### config.mk
export PLATFORM = sky130hd
export DESIGN_NAME = uart_cmd_ctrl_flat
export DESIGN_NICKNAME = d
export VERILOG_FILES = /design/src/rtl/uart_cmd_ctrl_pkg.sv /design/src/rtl/uart_cmd_ctrl_if.sv /design/src/rtl/uart_cmd_ctrl.sv /design/src/flat_wrapper.sv
export SDC_FILE = /design/constraint.sdc
export NUM_CORES = 1
export LEC_CHECK = 0
export ABC_AREA = 1
export CORE_UTILIZATION = 25
export DETAILED_ROUTE_END_ITERATION = 10
export HOLD_SLACK_MARGIN = 0.02
export SLEW_MARGIN = 20
export SYNTH_ARGS = -nofsm -noshare
export SYNTH_HDL_FRONTEND = slang
export SYNTH_SLANG_ARGS = --single-unit
export TNS_END_PERCENT = 30
### constraint.sdc
create_clock -name i_clk -period 2.7 [get_ports i_clk]
set_input_delay 0.405 -clock i_clk [delete_from_list [all_inputs] [get_ports i_clk]]
set_output_delay 0.405 -clock i_clk [all_outputs]
set_load 0.01 [all_outputs]
### src/rtl/uart_cmd_ctrl_pkg.sv
// Shared types and constants for the UART host command sequencer.
package uart_cmd_ctrl_pkg;

  typedef enum logic [2:0] {
    ST_IDLE,
    ST_DECODE,
    ST_WAIT_DATA,
    ST_WRITE,
    ST_READ_CAP,
    ST_TX_PUSH,
    ST_ACK
  } uart_cmd_state_t;

  localparam int         CMD_WR_BIT    = 7;
  localparam logic [7:0] CMD_RSVD_MASK = 8'h78;
  localparam logic [7:0] CMD_ADDR_MASK = 8'h07;
  localparam logic [7:0] UART_ACK_BASE = 8'h80;

  localparam logic [2:0] UART_DR_OFFSET  = 3'd0;
  localparam logic [2:0] UART_SR_OFFSET  = 3'd1;
  localparam logic [2:0] UART_CR_OFFSET  = 3'd2;
  localparam logic [2:0] UART_BRD_OFFSET = 3'd3;

  function automatic logic cmd_is_rsvd(input logic [7:0] c);
    return (c & CMD_RSVD_MASK) != 8'h00;
  endfunction

endpackage

### src/rtl/uart_cmd_ctrl_if.sv
// FIFO and register-file handshake bundle seen by the command sequencer.
interface uart_cmd_ctrl_if;
  logic [7:0] i_rx_data;
  logic       i_rx_empty;
  logic       o_rx_rd;
  logic [7:0] o_tx_data;
  logic       o_tx_wr;
  logic       i_tx_full;
  logic [2:0] o_rwaddr;
  logic [7:0] o_write_data;
  logic       o_wr_req;
  logic       o_rd_req;
  logic [7:0] i_read_data;

  modport master (
    input  i_rx_data, i_rx_empty, i_tx_full, i_read_data,
    output o_rx_rd, o_tx_data, o_tx_wr, o_rwaddr, o_write_data, o_wr_req, o_rd_req
  );

  modport slave (
    output i_rx_data, i_rx_empty, i_tx_full, i_read_data,
    input  o_rx_rd, o_tx_data, o_tx_wr, o_rwaddr, o_write_data, o_wr_req, o_rd_req
  );
endinterface

### src/rtl/uart_cmd_ctrl.sv
// Host byte-protocol sequencer: RX FIFO commands -> register strobes, read data -> TX FIFO.
// UART_CMD_ECHO_EN adds a write-acknowledge byte (8'h80 | addr) pushed to the TX FIFO.
module uart_cmd_ctrl
  import uart_cmd_ctrl_pkg::*;
#(
  parameter int TIMEOUT_CYCLES = 100000
) (
  input  logic             i_clk,
  input  logic             i_rst_n,
  uart_cmd_ctrl_if.master  bus,
  output logic             o_err,
  output logic             o_busy
);

  localparam int TO_W = $clog2(TIMEOUT_CYCLES + 1);

  uart_cmd_state_t state;
  logic [7:0]      cmd;
  logic [7:0]      wdata;
  logic [7:0]      rdbuf;
  logic [TO_W-1:0] to_cnt;

  always_ff @(posedge i_clk or negedge i_rst_n) begin
    if (!i_rst_n) begin
      state            <= ST_IDLE;
      cmd              <= '0;
      wdata            <= '0;
      rdbuf            <= '0;
      to_cnt           <= '0;
      bus.o_rx_rd      <= 1'b0;
      bus.o_tx_data    <= '0;
      bus.o_tx_wr      <= 1'b0;
      bus.o_rwaddr     <= '0;
      bus.o_write_data <= '0;
      bus.o_wr_req     <= 1'b0;
      bus.o_rd_req     <= 1'b0;
      o_err            <= 1'b0;
      o_busy           <= 1'b0;
    end else begin
      // strobes default low; address/data hold between requests
      bus.o_rx_rd  <= 1'b0;
      bus.o_tx_wr  <= 1'b0;
      bus.o_wr_req <= 1'b0;
      bus.o_rd_req <= 1'b0;
      o_err        <= 1'b0;
      case (state)
        ST_IDLE: begin
          if (!bus.i_rx_empty) begin
            bus.o_rx_rd <= 1'b1;
            cmd         <= bus.i_rx_data;
            state       <= ST_DECODE;
            o_busy      <= 1'b1;
          end
        end
        ST_DECODE: begin
          if (cmd_is_rsvd(cmd)) begin
            o_err  <= 1'b1;
            state  <= ST_IDLE;
            o_busy <= 1'b0;
          end else if (cmd[CMD_WR_BIT]) begin
            to_cnt <= '0;
            state  <= ST_WAIT_DATA;
          end else begin
            bus.o_rwaddr <= cmd[2:0];
            bus.o_rd_req <= 1'b1;
            state        <= ST_READ_CAP;
          end
        end
        ST_WAIT_DATA: begin
          if (!bus.i_rx_empty) begin
            bus.o_rx_rd <= 1'b1;
            wdata       <= bus.i_rx_data;
            state       <= ST_WRITE;
          end else if (to_cnt == TO_W'(TIMEOUT_CYCLES - 1)) begin
            o_err  <= 1'b1;
            state  <= ST_IDLE;
            o_busy <= 1'b0;
          end else begin
            to_cnt <= to_cnt + TO_W'(1);
          end
        end
        ST_WRITE: begin
          bus.o_rwaddr     <= cmd[2:0];
          bus.o_write_data <= wdata;
          bus.o_wr_req     <= 1'b1;
`ifdef UART_CMD_ECHO_EN
          state            <= ST_ACK;
`else
          state            <= ST_IDLE;
          o_busy           <= 1'b0;
`endif
        end
        ST_READ_CAP: begin
          rdbuf <= bus.i_read_data;
          state <= ST_TX_PUSH;
        end
        ST_TX_PUSH: begin
          // waits indefinitely on a full TX FIFO; the host drains it
          if (!bus.i_tx_full) begin
            bus.o_tx_wr   <= 1'b1;
            bus.o_tx_data <= rdbuf;
            state         <= ST_IDLE;
            o_busy        <= 1'b0;
          end
        end
`ifdef UART_CMD_ECHO_EN
        ST_ACK: begin
          if (!bus.i_tx_full) begin
            bus.o_tx_wr   <= 1'b1;
            bus.o_tx_data <= UART_ACK_BASE | {5'b0, cmd[2:0]};
            state         <= ST_IDLE;
            o_busy        <= 1'b0;
          end
        end
`endif
        default: begin
          state  <= ST_IDLE;
          o_busy <= 1'b0;
        end
      endcase
    end
  end

endmodule
### src/flat_wrapper.sv
// flat-port wrapper written by rule: the top's interface ports become plain ports
module uart_cmd_ctrl_flat import uart_cmd_ctrl_pkg::*;
#(
  parameter int TIMEOUT_CYCLES = 100000
)
  (i_clk, i_rst_n, o_err, o_busy, bus_i_rx_data, bus_i_rx_empty, bus_i_tx_full, bus_i_read_data, bus_o_rx_rd, bus_o_tx_data, bus_o_tx_wr, bus_o_rwaddr, bus_o_write_data, bus_o_wr_req, bus_o_rd_req);
  uart_cmd_ctrl_if bus_i ();
  input  logic i_clk;
  input  logic i_rst_n;
  output logic o_err;
  output logic o_busy;
  input wire logic [$bits(bus_i.i_rx_data)-1:0] bus_i_rx_data;
  input wire logic [$bits(bus_i.i_rx_empty)-1:0] bus_i_rx_empty;
  input wire logic [$bits(bus_i.i_tx_full)-1:0] bus_i_tx_full;
  input wire logic [$bits(bus_i.i_read_data)-1:0] bus_i_read_data;
  output wire logic [$bits(bus_i.o_rx_rd)-1:0] bus_o_rx_rd;
  output wire logic [$bits(bus_i.o_tx_data)-1:0] bus_o_tx_data;
  output wire logic [$bits(bus_i.o_tx_wr)-1:0] bus_o_tx_wr;
  output wire logic [$bits(bus_i.o_rwaddr)-1:0] bus_o_rwaddr;
  output wire logic [$bits(bus_i.o_write_data)-1:0] bus_o_write_data;
  output wire logic [$bits(bus_i.o_wr_req)-1:0] bus_o_wr_req;
  output wire logic [$bits(bus_i.o_rd_req)-1:0] bus_o_rd_req;
  assign bus_i.i_rx_data = bus_i_rx_data;
  assign bus_i.i_rx_empty = bus_i_rx_empty;
  assign bus_i.i_tx_full = bus_i_tx_full;
  assign bus_i.i_read_data = bus_i_read_data;
  assign bus_o_rx_rd = bus_i.o_rx_rd;
  assign bus_o_tx_data = bus_i.o_tx_data;
  assign bus_o_tx_wr = bus_i.o_tx_wr;
  assign bus_o_rwaddr = bus_i.o_rwaddr;
  assign bus_o_write_data = bus_i.o_write_data;
  assign bus_o_wr_req = bus_i.o_wr_req;
  assign bus_o_rd_req = bus_i.o_rd_req;
  uart_cmd_ctrl #(.TIMEOUT_CYCLES(TIMEOUT_CYCLES)) u_core (.i_clk(i_clk), .i_rst_n(i_rst_n), .bus(bus_i), .o_err(o_err), .o_busy(o_busy));
endmodule
# --- Word-level counts from Yosys, hierarchy flattened ---
# Index checks and enable logic that the tools add are counted.
classes:
  addsub: 1
  n_eq_ne: 16
  n_mux: 33
  n_bitwise: 3
  n_reduce_logical: 12
op_table:
  columns: ["cell", "n"]
  rows:
  - ["$mux 17", 4]
  - ["$pmux 17 s2", 1]
  - ["$mux 3", 8]
  - ["$add 17x1->17 const B", 1]
  - ["$eq 17x17->1 const B", 1]
  - ["$mux 1", 16]
  - ["$pmux 3 s5", 1]
  - ["$ne 2x2->1 const B", 6]
  - ["$reduce_bool 8->1", 1]
  - ["$eq 3x2->1 const B", 2]
  - ["$eq 3x3->1 const B", 2]
  - ["$ne 2x1->1 const B", 3]
  - ["$pmux 3 s2", 1]
  - ["$reduce_and 2->1", 3]
  - ["$reduce_and 3->1", 2]
  - ["$reduce_and 6->1", 1]
  - ["$pmux 1 s5", 1]
  - ["$reduce_and 5->1", 1]
  - ["$reduce_bool 2->1", 2]
  - ["$eq 3x1->1 const B", 1]
  - ["$logic_not 3->1", 1]
  - ["$ne 3x2->1 const B", 1]
  - ["$not 1->1", 3]
  - ["$pmux 1 s2", 1]
  - ["$reduce_or 2->1", 1]
word_totals:
  ff_bits: 69
  output_inout_bits: 25

# --- Longest topological paths before layout ---
# Gate-level depths: netlist (run 1).
depth:
  word_depth: 4
  depth_mapped: 11
  mapped_depth_nobuf: 10

# --- Worst setup path before layout (run 1) ---
# No wires, ideal clock.
synth_path:
  path_type: "register -> register"
  start: "register u_core.to_cnt[0]"
  end: "register u_core.to_cnt[14]"
  arrival_ns: 1.303
  t_required_ns: 2.582
  path_slack_ns: 1.279
  stages_incl_launch_ff: 9
  n_path_buf: 0
  cell_sequence: "dfrtp_1 > ha_1 > nand3_2 > nor2_1 > nand3_1 > nand2_2 > inv_4 > nand3_1 > nand2_1"
synth_between:
  elab_chain_len: 4
  word_cells_on_any_way: 7
  classes_between: "add/sub: 1; eq/ne: 2; mux: 3; reduce/logical: 1"
synth_rtl:
  columns: ["element", "line", "rtl"]
  rows:
  - ["from (decl)", "uart_cmd_ctrl.sv:21", "logic [TO_W-1:0] to_cnt;"]
  - ["from (signal assigned)", "uart_cmd_ctrl.sv:79", "to_cnt <= to_cnt + TO_W'(1);"]
  - ["$add 17x1->17", "uart_cmd_ctrl.sv:79", null]
  - ["$mux 17", "uart_cmd_ctrl.sv:74", "end else if (to_cnt == TO_W'(TIMEOUT_CYCLES - 1)) begin"]
  - ["$mux 17", "uart_cmd_ctrl.sv:70", "if (!bus.i_rx_empty) begin"]
  - ["$pmux 17 s2", "uart_cmd_ctrl.sv:46", "case (state)"]
# Several ways; a longest one is shown, not always the timed one. The select of a mux whose other input is x is not followed.
# A chain may end at the register's enable or synchronous reset.

# --- Worst setup path in the final report (run 1) ---
layout_path:
  start: "register u_core.to_cnt[0]"
  end: "register u_core.to_cnt[9]"
# The elaborated chain is that of the path after synthesis.

==> results of run 1 <==
==> where the power goes <==
group	switching [W]	leakage [nW]	total, W	internal, W
registers	0.000194	0.910	0.00155	0.00135
clock network	0.000457	0.152	0.00127	0.000811
logic	0.000611	0.903	0.00109	0.000479
==> per-stage QoR <==
stage	instances	utilization	total power [W]
after CTS	610	0.338	0.00396
after global placement	593	0.311	0.00264
after floorplan	384	-	0.00223
final	610	0.338	0.00391
after global routing	610	0.338	0.00417
after detailed placement	593	0.311	0.00267
==> worst max-delay path: stages (launching register included) <==
cell     delay (ns)
dfrtp_1        0.40
ha_1           0.29
nand3_2        0.14
nor2_1         0.19
nand4_1        0.13
nand2_2        0.33
nand2_1        0.14
o21ai_2        0.08
==> layer usage <==
metal  vias to the layer above  wire [um]  track usage
li1                       1311          -            -
met2                        35       3130        0.191
met1                      1197       3320        0.143
met4                         0         77       0.0364
met3                         9        235       0.0323
met5                         -          0            0
==> area by class of cell <==
class	instances	area (um^2)
fill	1257	8050
timing repair buffer	48	468
tap	168	210
clock inverter	7	97.6
multi-input combinational	273	1250
inverter	36	138
clock buffer	9	225
sequential	69	1730
==> registers in the layout, indices dropped and copies added (netlist names), 3 cells and up <==
register,flops
u_core.bus.o_rwaddr,3
u_core.bus.o_tx_data,8
u_core.bus.o_write_data,8
u_core.cmd,8
u_core.rdbuf,8
u_core.state,3
u_core.to_cnt,17
u_core.wdata,8
==> Yosys cell counts, types with 3 or more instances <==
| cell | count |
|---|---|
| inv_2 | 6 |
| inv_1 | 28 |
| xor2_1 | 5 |
| o21ai_0 | 22 |
| nand4_1 | 6 |
| nor3_1 | 4 |
| nand3_1 | 25 |
| dfrtp_1 | 69 |
| nor2_4 | 5 |
| nand3_2 | 3 |
| nor2_2 | 3 |
| nand2_2 | 3 |
| nor2_1 | 20 |
| nand2_1 | 162 |
| buf_6 | 3 |
| o21ai_1 | 5 |
==> kinds of logic (layout without fill, tap and decap cells) <==
group / after synthesis / in the layout / synth area share
simple gates: 232 / 232 / 0.315
flops: 69 / 69 / 0.546
buf+inv: 42 / 100 / 0.0585
compound gates: 33 / 33 / 0.0570
xor+xnor: 7 / 7 / 0.0194
fa+ha+maj: 1 / 1 / 0.00396
==> path summary, 6_finish.rpt <==
kind / to / startpoint / slack [ns] / depth (start not counted)
setup / recovery: u_core.to_cnt[9]$_DFFE_PN0P_ / u_core.to_cnt[0]$_DFFE_PN0P_ / 0.94 / 7
hold / removal: u_core.bus.o_write_data[6]$_DFFE_PN0P_ / i_rst_n / 0.43 / 2
setup reg to reg: u_core.to_cnt[9]$_DFFE_PN0P_ / u_core.to_cnt[0]$_DFFE_PN0P_ / 0.94 / 7
hold reg to reg: u_core.bus.o_write_data[7]$_DFFE_PN0P_ / u_core.bus.o_write_data[7]$_DFFE_PN0P_ / 0.47 / 2
max in group asynchronous: u_core.to_cnt[3]$_DFFE_PN0P_ / i_rst_n / 1.57 / 3
min in group i_clk: u_core.bus.o_write_data[7]$_DFFE_PN0P_ / u_core.bus.o_write_data[7]$_DFFE_PN0P_ / 0.47 / 2
==> qor.txt, run 1 <==
Status - finished, final reports clean
Async set-reset flop share out of synthesis - 1.00
WL final - 6770 um
Congestion Overflow GR - 0
Max Slew Vio Count - 0
IO Count - 45
Skew final - 0.00600 ns
Placed standard-cell area - 0.00378 mm^2
Largest net degree at the start of global routing - 38
Top cell type's share of synthesized area - 0.546
Vias per inst - 4.18
Leading area contributor after synthesis - dfrtp_1
CTS resizes - 0
Worst-margin pin slew - 0.498 ns
Yosys Warn Count - 0
Worst vdd ir - 0.437 mV
DR iter-0 viols - 102
Num rows - 40
Residual DRC - 0
Inserted Diodes - 0
Slew HR - 0.667
CTS sink count - 69
RSZ-0062 raised after global routing - false
Clock Latency Late Sink - 0.33 ns
CTS tree - done
Leak - 1.96 nW
Power Dens Cells - 949 mW/mm^2
Detailed placement HPWL - 4930 um
Cts bufs inserted - 9
Worst Hold Class - in2async
Crit path time final - 1.76 ns
Avg WL per Cell - 11.1 um
Share of cells above drive strength 1 - 0.0973
Core footprint - 0.0122 mm^2
CP Data Arrival Time - 2.02 ns
Total die area - 0.0131 mm^2
CTS max path bufs - 2
GRT Total Usage - 0.115
Data required time of the worst path - 2.95 ns
# nets final - 458
H-tree depth - 3
Most frequent cells in the layout - 162 x nand2_1, 69 x dfrtp_1, 43 x clkdlybuf4s50_1
Most common cell after layout, fill and taps aside - nand2_1
Hold Slack - 0.428 ns
Final setup vio count - 0
ANT nets after route - 0
Kind of end point of the critical path - flip-flop
Initial antenna violation count - 0
Vias - 2552
Postcts setup bufs - 0
Die width - 114 um
Post-Place Worst Slack - 0.701 ns
Setup WS post-layout - 0.935 ns
First-pass GRT wire length - 11800 um
Fin. Hold Viols - 0
Reg clk slew, reported paths - 0.06 ns
Largest cells by area after synthesis - dfrtp_1 55%, nand2_1 19%, nand3_1 4.0%, o21ai_0 3.5%, inv_1 3.3%
Max Cap Viol - 0
Root Buffer Master - clkbuf_16
Sequential fraction of the synthesis area - 0.546
Max frequency - 567 MHz
Setup CP Type - reg2reg
TritonRoute pass-1 iters - 6
Setup TNS - 0 ns
Vias in the first global route - 2518
Critical Path Fanout Max - 20
Synthesis-to-layout area growth - 30.1%
Post-synth top flop - dfrtp_1
Mapped Nets - 405
Starting Density - 0.260
Setup crit start kind - flip-flop
Synth cell types - 28
Crit share post-route - 0.654
Post-synthesis cell area - 0.00316 mm^2
Buffers on Ports - 44
GP Congestion - 0.806
Post-CTS Hold Buffers - 1
Die Height - 114 um
Post-synth EDFFs - 0
Synthesized flop and latch total - 69
Post-route cell area - 0.00412 mm^2
Gate count of the mapped netlist - 384
Post-Syn Area per Cell - 8.24 um^2
Note: power is estimated with default switching activity, not from simulation.
==> run 2: changes to the inputs <==
==> constraint.sdc (replaced) <==
create_clock -name i_clk -period 1.4 [get_ports i_clk]
set_input_delay 0.21 -clock i_clk [delete_from_list [all_inputs] [get_ports i_clk]]
set_output_delay 0.21 -clock i_clk [all_outputs]
set_load 0.01 [all_outputs]
==> qor.txt, run 2 (same netlist as run 1, synthesis figures left out) <==
Slew HR - 0.738 (+0.0706)
Data required time of the worst path - 1.62 ns (-1.33 ns)
Kind of end point of the critical path - flip-flop
Core footprint - 0.0122 mm^2 (unchanged)
Critical Path Fanout Max - 20 (unchanged)
Vias per inst - 4.26 (+1.8%)
Setup CP Type - reg2reg
CTS tree - done
Worst vdd ir - 0.900 mV (+110%)
Initial antenna violation count - 0 (unchanged)
Inserted Diodes - 0 (unchanged)
Die Height - 114 um (unchanged)
Avg WL per Cell - 11.7 um (+5.0%)
Most frequent cells in the layout - 159 x nand2_1, 65 x dfrtp_1, 47 x buf_4
Max Cap Viol - 0 (unchanged)
Fin. Hold Viols - 0 (unchanged)
Slowest-stage cell, CP - dfrtp_1
Starting Density - 0.260 (unchanged)
Largest net degree at the start of global routing - 31 (-18%)
Most common cell after layout, fill and taps aside - nand2_1
CTS sink count - 69 (unchanged)
Clock Latency Late Sink - 0.33 ns (about the same)
WL final - 7700 um (+14%)
Residual DRC - 0 (unchanged)
FF-to-FF End - u_core.to_cnt[10]$_DFFE_PN0P_
Die width - 114 um (unchanged)
Setup crit start kind - flip-flop
Setup TNS - -0.0703 ns (-0.0703 ns)
Post-route cell area - 0.00468 mm^2 (+14%)
Met3 Usage GRT - 0.0344 (+0.00212)
DR iter-0 viols - 99 (-2.9%)
First-pass GRT wire length - 13500 um (+14%)
Status - finished with violations
H-tree depth - 3 (unchanged)
GP Congestion - 0.870 (+7.9%)
GRT Total Usage - 0.131 (+0.0167)
Cts bufs inserted - 9 (unchanged)
Max frequency - 694 MHz (+23%)
CP Data Arrival Time - 1.66 ns (-0.36 ns)
CTS max path bufs - 2 (unchanged)
CP peak stage delay - 0.41 ns (about the same)
Congestion Overflow GR - 0 (unchanged)
P_int - 0.00551 W (+110%)
RSZ-0062 raised after global routing - true
Met1 Use GR - 0.151 (+0.00766)
Grt met2 use - 0.230 (+0.0392)
Vias in the first global route - 2944 (+17%)
Max Slew Vio Count - 0 (unchanged)
Failing checks - setup timing
Total die area - 0.0131 mm^2 (unchanged)
Area taken by multi-input logic gates - 0.00136 mm^2 (+8.8%)
Vias - 2814 (+10%)
CP most frequent cell - nand2_1
Crit path time final - 1.44 ns (-0.325 ns)
Buffers on Ports - 44 (unchanged)
TritonRoute pass-1 iters - 6 (unchanged)
Crit share post-route - 1.03 (+0.375)
Largest register by flop count - u_core.to_cnt
Part of the power in the clock network - 0.327 (+0.002)
Setup WS post-layout - -0.0401 ns (-0.975 ns)
Share of cells above drive strength 1 - 0.233 (+0.136)
Power Dens Cells - 1730 mW/mm^2 (+82%)
Reg-to-reg slack, setup - -0.04 ns (-0.98 ns)
Sw Ratio - 0.321 (-0.00266)
Root Buffer Master - clkbuf_16
Worst-margin pin slew - 0.390 ns (-0.108 ns)
Synthesis-to-layout area growth - 48.1%
Placed standard-cell area - 0.00417 mm^2 (+10%)
Num rows - 40 (unchanged)
R2R Path Start - u_core.to_cnt[0]$_DFFE_PN0P_
Net Switching - 0.00260 W (+110%)
# nets final - 509 (+11%)
IO Count - 45 (unchanged)
Worst Hold Class - in2async
ANT nets after route - 0 (unchanged)
Leak - 2.36 nW (+20%)
Register Area - 0.00173 mm^2 (+0.29%)
Max reg flops - 17 (unchanged)
Detailed placement HPWL - 5520 um (+12%)
Logic pwr share - 0.306 (+0.027)
Final setup vio count - 4 (+4)
Critical Path, Cell by Cell - ha_4, nand3_4, nor2_4, nand4_1, nand2_2, buf_12, inv_2, nand2_1, nand2_1
Skew final - 0.00393 ns (-0.00207 ns)
Top Usage Layer GRT - met2
Reg clk slew, reported paths - 0.06 ns (about the same)
Flop pwr share - 0.367 (-0.029)
R2R cell count - 9 (+2)
Layout fillers - 1234 (-1.8%)
run 2: through the flow:
step                setup slack [ns]  instances  utilization  total power [W]  hold WS (ns)
global placement              -0.129        636        0.343          0.00551         0.151
finish                       -0.0401        661        0.385          0.00811         0.331
detailed placement            -0.162        636        0.343          0.00557         0.158
floorplan                     0.0308        384            -          0.00431       -0.0856
global route                  -0.159        661        0.385          0.00864         0.369
CTS                          -0.0573        660        0.381          0.00815         0.331
run 2: critical path, delay by kind of cell, from the launching register on:
kind          cells  cell delay (ns)
fa+ha+maj         1             0.18
buf+inv           2             0.18
flops             1             0.41
simple gates      6             0.54
run 2: how the worst max path moves through the flow:
stage / start / to / slack [ns]
3_3_place_gp: bus_i_rx_empty / u_core.to_cnt[11]$_DFFE_PN0P_ / -0.13
4_1_cts: u_core.to_cnt[0]$_DFFE_PN0P_ / u_core.to_cnt[10]$_DFFE_PN0P_ / -0.06
6_report: u_core.to_cnt[0]$_DFFE_PN0P_ / u_core.to_cnt[10]$_DFFE_PN0P_ / -0.04
3_5_place_dp: bus_i_rx_empty / u_core.to_cnt[16]$_DFFE_PN0P_ / -0.16
2_1_floorplan: u_core.to_cnt[1]$_DFFE_PN0P_ / u_core.to_cnt[14]$_DFFE_PN0P_ / 0.03
5_1_grt: u_core.to_cnt[0]$_DFFE_PN0P_ / u_core.to_cnt[10]$_DFFE_PN0P_ / -0.16
run 2: timing repair:
action / in CTS / in global routing
endpoints found under the hold margin: 13 / 0
buffers inserted: 7 / 1
endpoints found under the setup margin: 54 / 47
pin swaps: 9 / 2
gates cloned: 0 / 0
hold buffers: 1 / 0
gates resized for setup: 46 / 14
run 2: per-layer routing:
metal	wire, um	up-vias	share of wire
li1	-	1420	-
met4	125	0	0.016
met3	277	12	0.036
met1	3420	1329	0.44
met2	3880	53	0.50
met5	0	-	0
run 2: cell type report:
type	instances	area share
clock buffers	9	0.0481
clock inverters	7	0.0259
inverters	36	0.0307
multi-input cells	273	0.291
flip-flops and latches	69	0.370
well taps	168	0.0449
repair buffers	99	0.190
run 2: power groups by stage:
stage	clock network, W	logic, W	registers [W]
floorplan	0	0.00125	0.00306
global placement	0	0.00251	0.00300
detailed placement	0	0.00256	0.00301
CTS	0.00272	0.00246	0.00297
global route	0.00279	0.00280	0.00305
finish	0.00265	0.00248	0.00298
==> run 3: changes to the inputs <==
--- a/config.mk
+++ b/config.mk
@@ -6,9 +6,11 @@
 export NUM_CORES = 1
 export LEC_CHECK = 0
 export ABC_AREA = 1
-export CORE_UTILIZATION = 25
+export CORE_MARGIN = 8
+export CORE_UTILIZATION = 49
 export DETAILED_ROUTE_END_ITERATION = 10
 export HOLD_SLACK_MARGIN = 0.02
+export PLACE_DENSITY = 0.76
 export SLEW_MARGIN = 20
 export SYNTH_ARGS = -nofsm -noshare
 export SYNTH_HDL_FRONTEND = slang
==> qor.txt, run 3 (same netlist as run 1, synthesis figures left out) <==
Initial antenna violation count - 0 (unchanged)
Post-route cell area - 0.00445 mm^2 (-4.9%)
Crit share post-route - 1.07 (+0.0429)
CTS max path bufs - 2 (unchanged)
WL final - 7840 um (+1.8%)
Data required time of the worst path - 1.63 ns (about the same)
IO Count - 45 (unchanged)
# nets final - 501 (-1.6%)
Critical Path, Cell by Cell - ha_4, nand3_4, nor2_4, nand3_2, buf_4, nand2_1, nand2_1, nand2_1, nand2_1
Post-Place Worst Slack - -0.175 ns (-0.0131 ns)
GP Congestion - 0.863 (-0.78%)
Die Height - 96.3 um (-16%)
H-tree depth - 3 (unchanged)
Vias per inst - 5.06 (+19%)
Leak - 2.27 nW (-3.9%)
CTS tree - done
Clock Latency Late Sink - 0.35 ns (+0.02 ns)
Vias in the first global route - 2804 (-4.8%)
Residual DRC - 0 (unchanged)
Status - finished with violations
Crit path time final - 1.50 ns (+0.0601 ns)
GRT Total Usage - 0.174 (+0.0429)
Worst vdd ir - 1.18 mV (+31%)
Total die area - 0.00928 mm^2 (-29%)
Worst Hold Class - in2async
Total power - 0.00766 W (-5.6%)
Max reg flops - 17 (unchanged)
Worst-margin pin slew - 0.364 ns (-0.0263 ns)
DR iter-0 viols - 113 (+14%)
Setup WS post-layout - -0.100 ns (-0.0601 ns)
Placed standard-cell area - 0.00401 mm^2 (-3.9%)
Congestion Overflow GR - 0 (unchanged)
Avg WL per Cell - 14.0 um (+20%)
Synthesis-to-layout area growth - 40.8%
Setup CP Type - reg2reg
Max Slew Vio Count - 0 (unchanged)
Slew HR - 0.757 (+0.0195)
Setup TNS - -0.164 ns (-0.0942 ns)
CP Data Arrival Time - 1.73 ns (+0.07 ns)
Root Buffer Master - clkbuf_8
Num rows - 29 (-28%)
Slowest-stage cell, CP - dfrtp_1
Most common cell after layout, fill and taps aside - nand2_1
Core footprint - 0.00631 mm^2 (-48%)
Share of cells above drive strength 1 - 0.247 (+0.0142)
Setup crit start kind - flip-flop
TritonRoute pass-1 iters - 5 (-1)
Failing checks - setup timing
Power Dens Cells - 1720 mW/mm^2 (-0.67%)
Largest register by flop count - u_core.to_cnt
Kind of end point of the critical path - flip-flop
Reg clk slew, reported paths - 0.08 ns (+0.02 ns)
Max frequency - 667 MHz (-4.0%)
RSZ-0062 raised after global routing - true
ANT nets after route - 0 (unchanged)
Largest net degree at the start of global routing - 70 (+130%)
Fin. Hold Viols - 0 (unchanged)
Max Cap Viol - 0 (unchanged)
Cts bufs inserted - 9 (unchanged)
CTS sink count - 69 (unchanged)
Buffers on Ports - 44 (unchanged)
CP peak stage delay - 0.40 ns (about the same)
Skew final - 0.00984 ns (+0.00592 ns)
Critical Path Fanout Max - 2 (-90%)
Inserted Diodes - 0 (unchanged)
CP most frequent cell - nand2_1
Die width - 96.3 um (-16%)
First-pass GRT wire length - 12700 um (-5.9%)
Most frequent cells in the layout - 150 x nand2_1, 64 x dfrtp_1, 39 x buf_4
Final setup vio count - 9 (+5)
Starting Density - 0.501 (+0.241)
Detailed placement HPWL - 5200 um (-5.7%)
Vias - 2846 (+1.1%)
run 3: cell count changes in the layout (fill, tap and decap cells not counted), moves of 2 or more:
cell and delta:
clkbuf_8 +10, nand2_1 -9, buf_4 -8, nand2_2 +8, clkbuf_16 -7, o21ai_0 -5
o21ai_2 +3, buf_12 -2, inv_4 -2, o21ai_1 +2
run 3: worst paths after layout:
path | from | endpoint | slack, ns | depth (start not counted)
worst min-delay path | i_rst_n | u_core.bus.o_tx_data[4]$_DFFE_PN0P_ | 0.39 | 3
worst min register to register | u_core.bus.o_write_data[4]$_DFFE_PN0P_ | u_core.bus.o_write_data[4]$_DFFE_PN0P_ | 0.47 | 2
min in group i_clk | bus_i_read_data[3] | u_core.rdbuf[3]$_DFFE_PN0P_ | 0.41 | 3
worst max-delay path | u_core.to_cnt[0]$_DFFE_PN0P_ | u_core.o_busy$_DFFE_PN0P_ | -0.10 | 9
max in group asynchronous | i_rst_n | u_core.state[1]$_DFFE_PN0P_ | 0.67 | 3
worst max register to register | u_core.to_cnt[0]$_DFFE_PN0P_ | u_core.o_busy$_DFFE_PN0P_ | -0.10 | 9
run 3: final cells by class:
type / instances / area, um^2
fillers: 490 / 1860
inverters: 36 / 144
repair buffers: 91 / 840
well taps: 77 / 96.3
multi-input cells: 273 / 1410
clock buffers: 10 / 138
clock inverters: 6 / 93.8
flip-flops and latches: 69 / 1730
run 3: where the power goes:
group	internal, W	switching, W
Sequential	0.00261	0.000416
Clock	0.00107	0.000788
Combinational	0.00129	0.00149
run 3: worst max-delay path: cells and delay by family, from the launching register on:
| family | cells | cell delay, ns |
|---|---|---|
| fa+ha+maj | 1 | 0.17 |
| simple gates | 7 | 0.65 |
| buf+inv | 1 | 0.18 |
| flops | 1 | 0.40 |
run 3: stage by stage:
step	cells	utilization	hold WS, ns
finish	562	0.705	0.392
global route	562	0.705	0.405
CTS	557	0.675	0.398
detailed placement	540	0.634	0.257
global placement	540	0.634	0.258
floorplan	384	-	-0.0856
run 3: what timing repair did:
action | in CTS | in global routing
hold buffers | 1 | 0
endpoints found under the hold margin | 69 | 0
setup endpoints to repair | 57 | 39
setup buffers | 0 | 3
gates cloned | 0 | 2
pin swaps | 3 | 3
resized for setup | 38 | 42
run 3: routing by layer:
layer  part of all wire  up-vias  wire, um  track usage
met5                  0        -         0            0
met4              0.012        0        93       0.0542
met3              0.042       11       329       0.0523
met2               0.53       66      4140        0.300
met1               0.42     1369      3290        0.204
li1                   -     1400         -            -
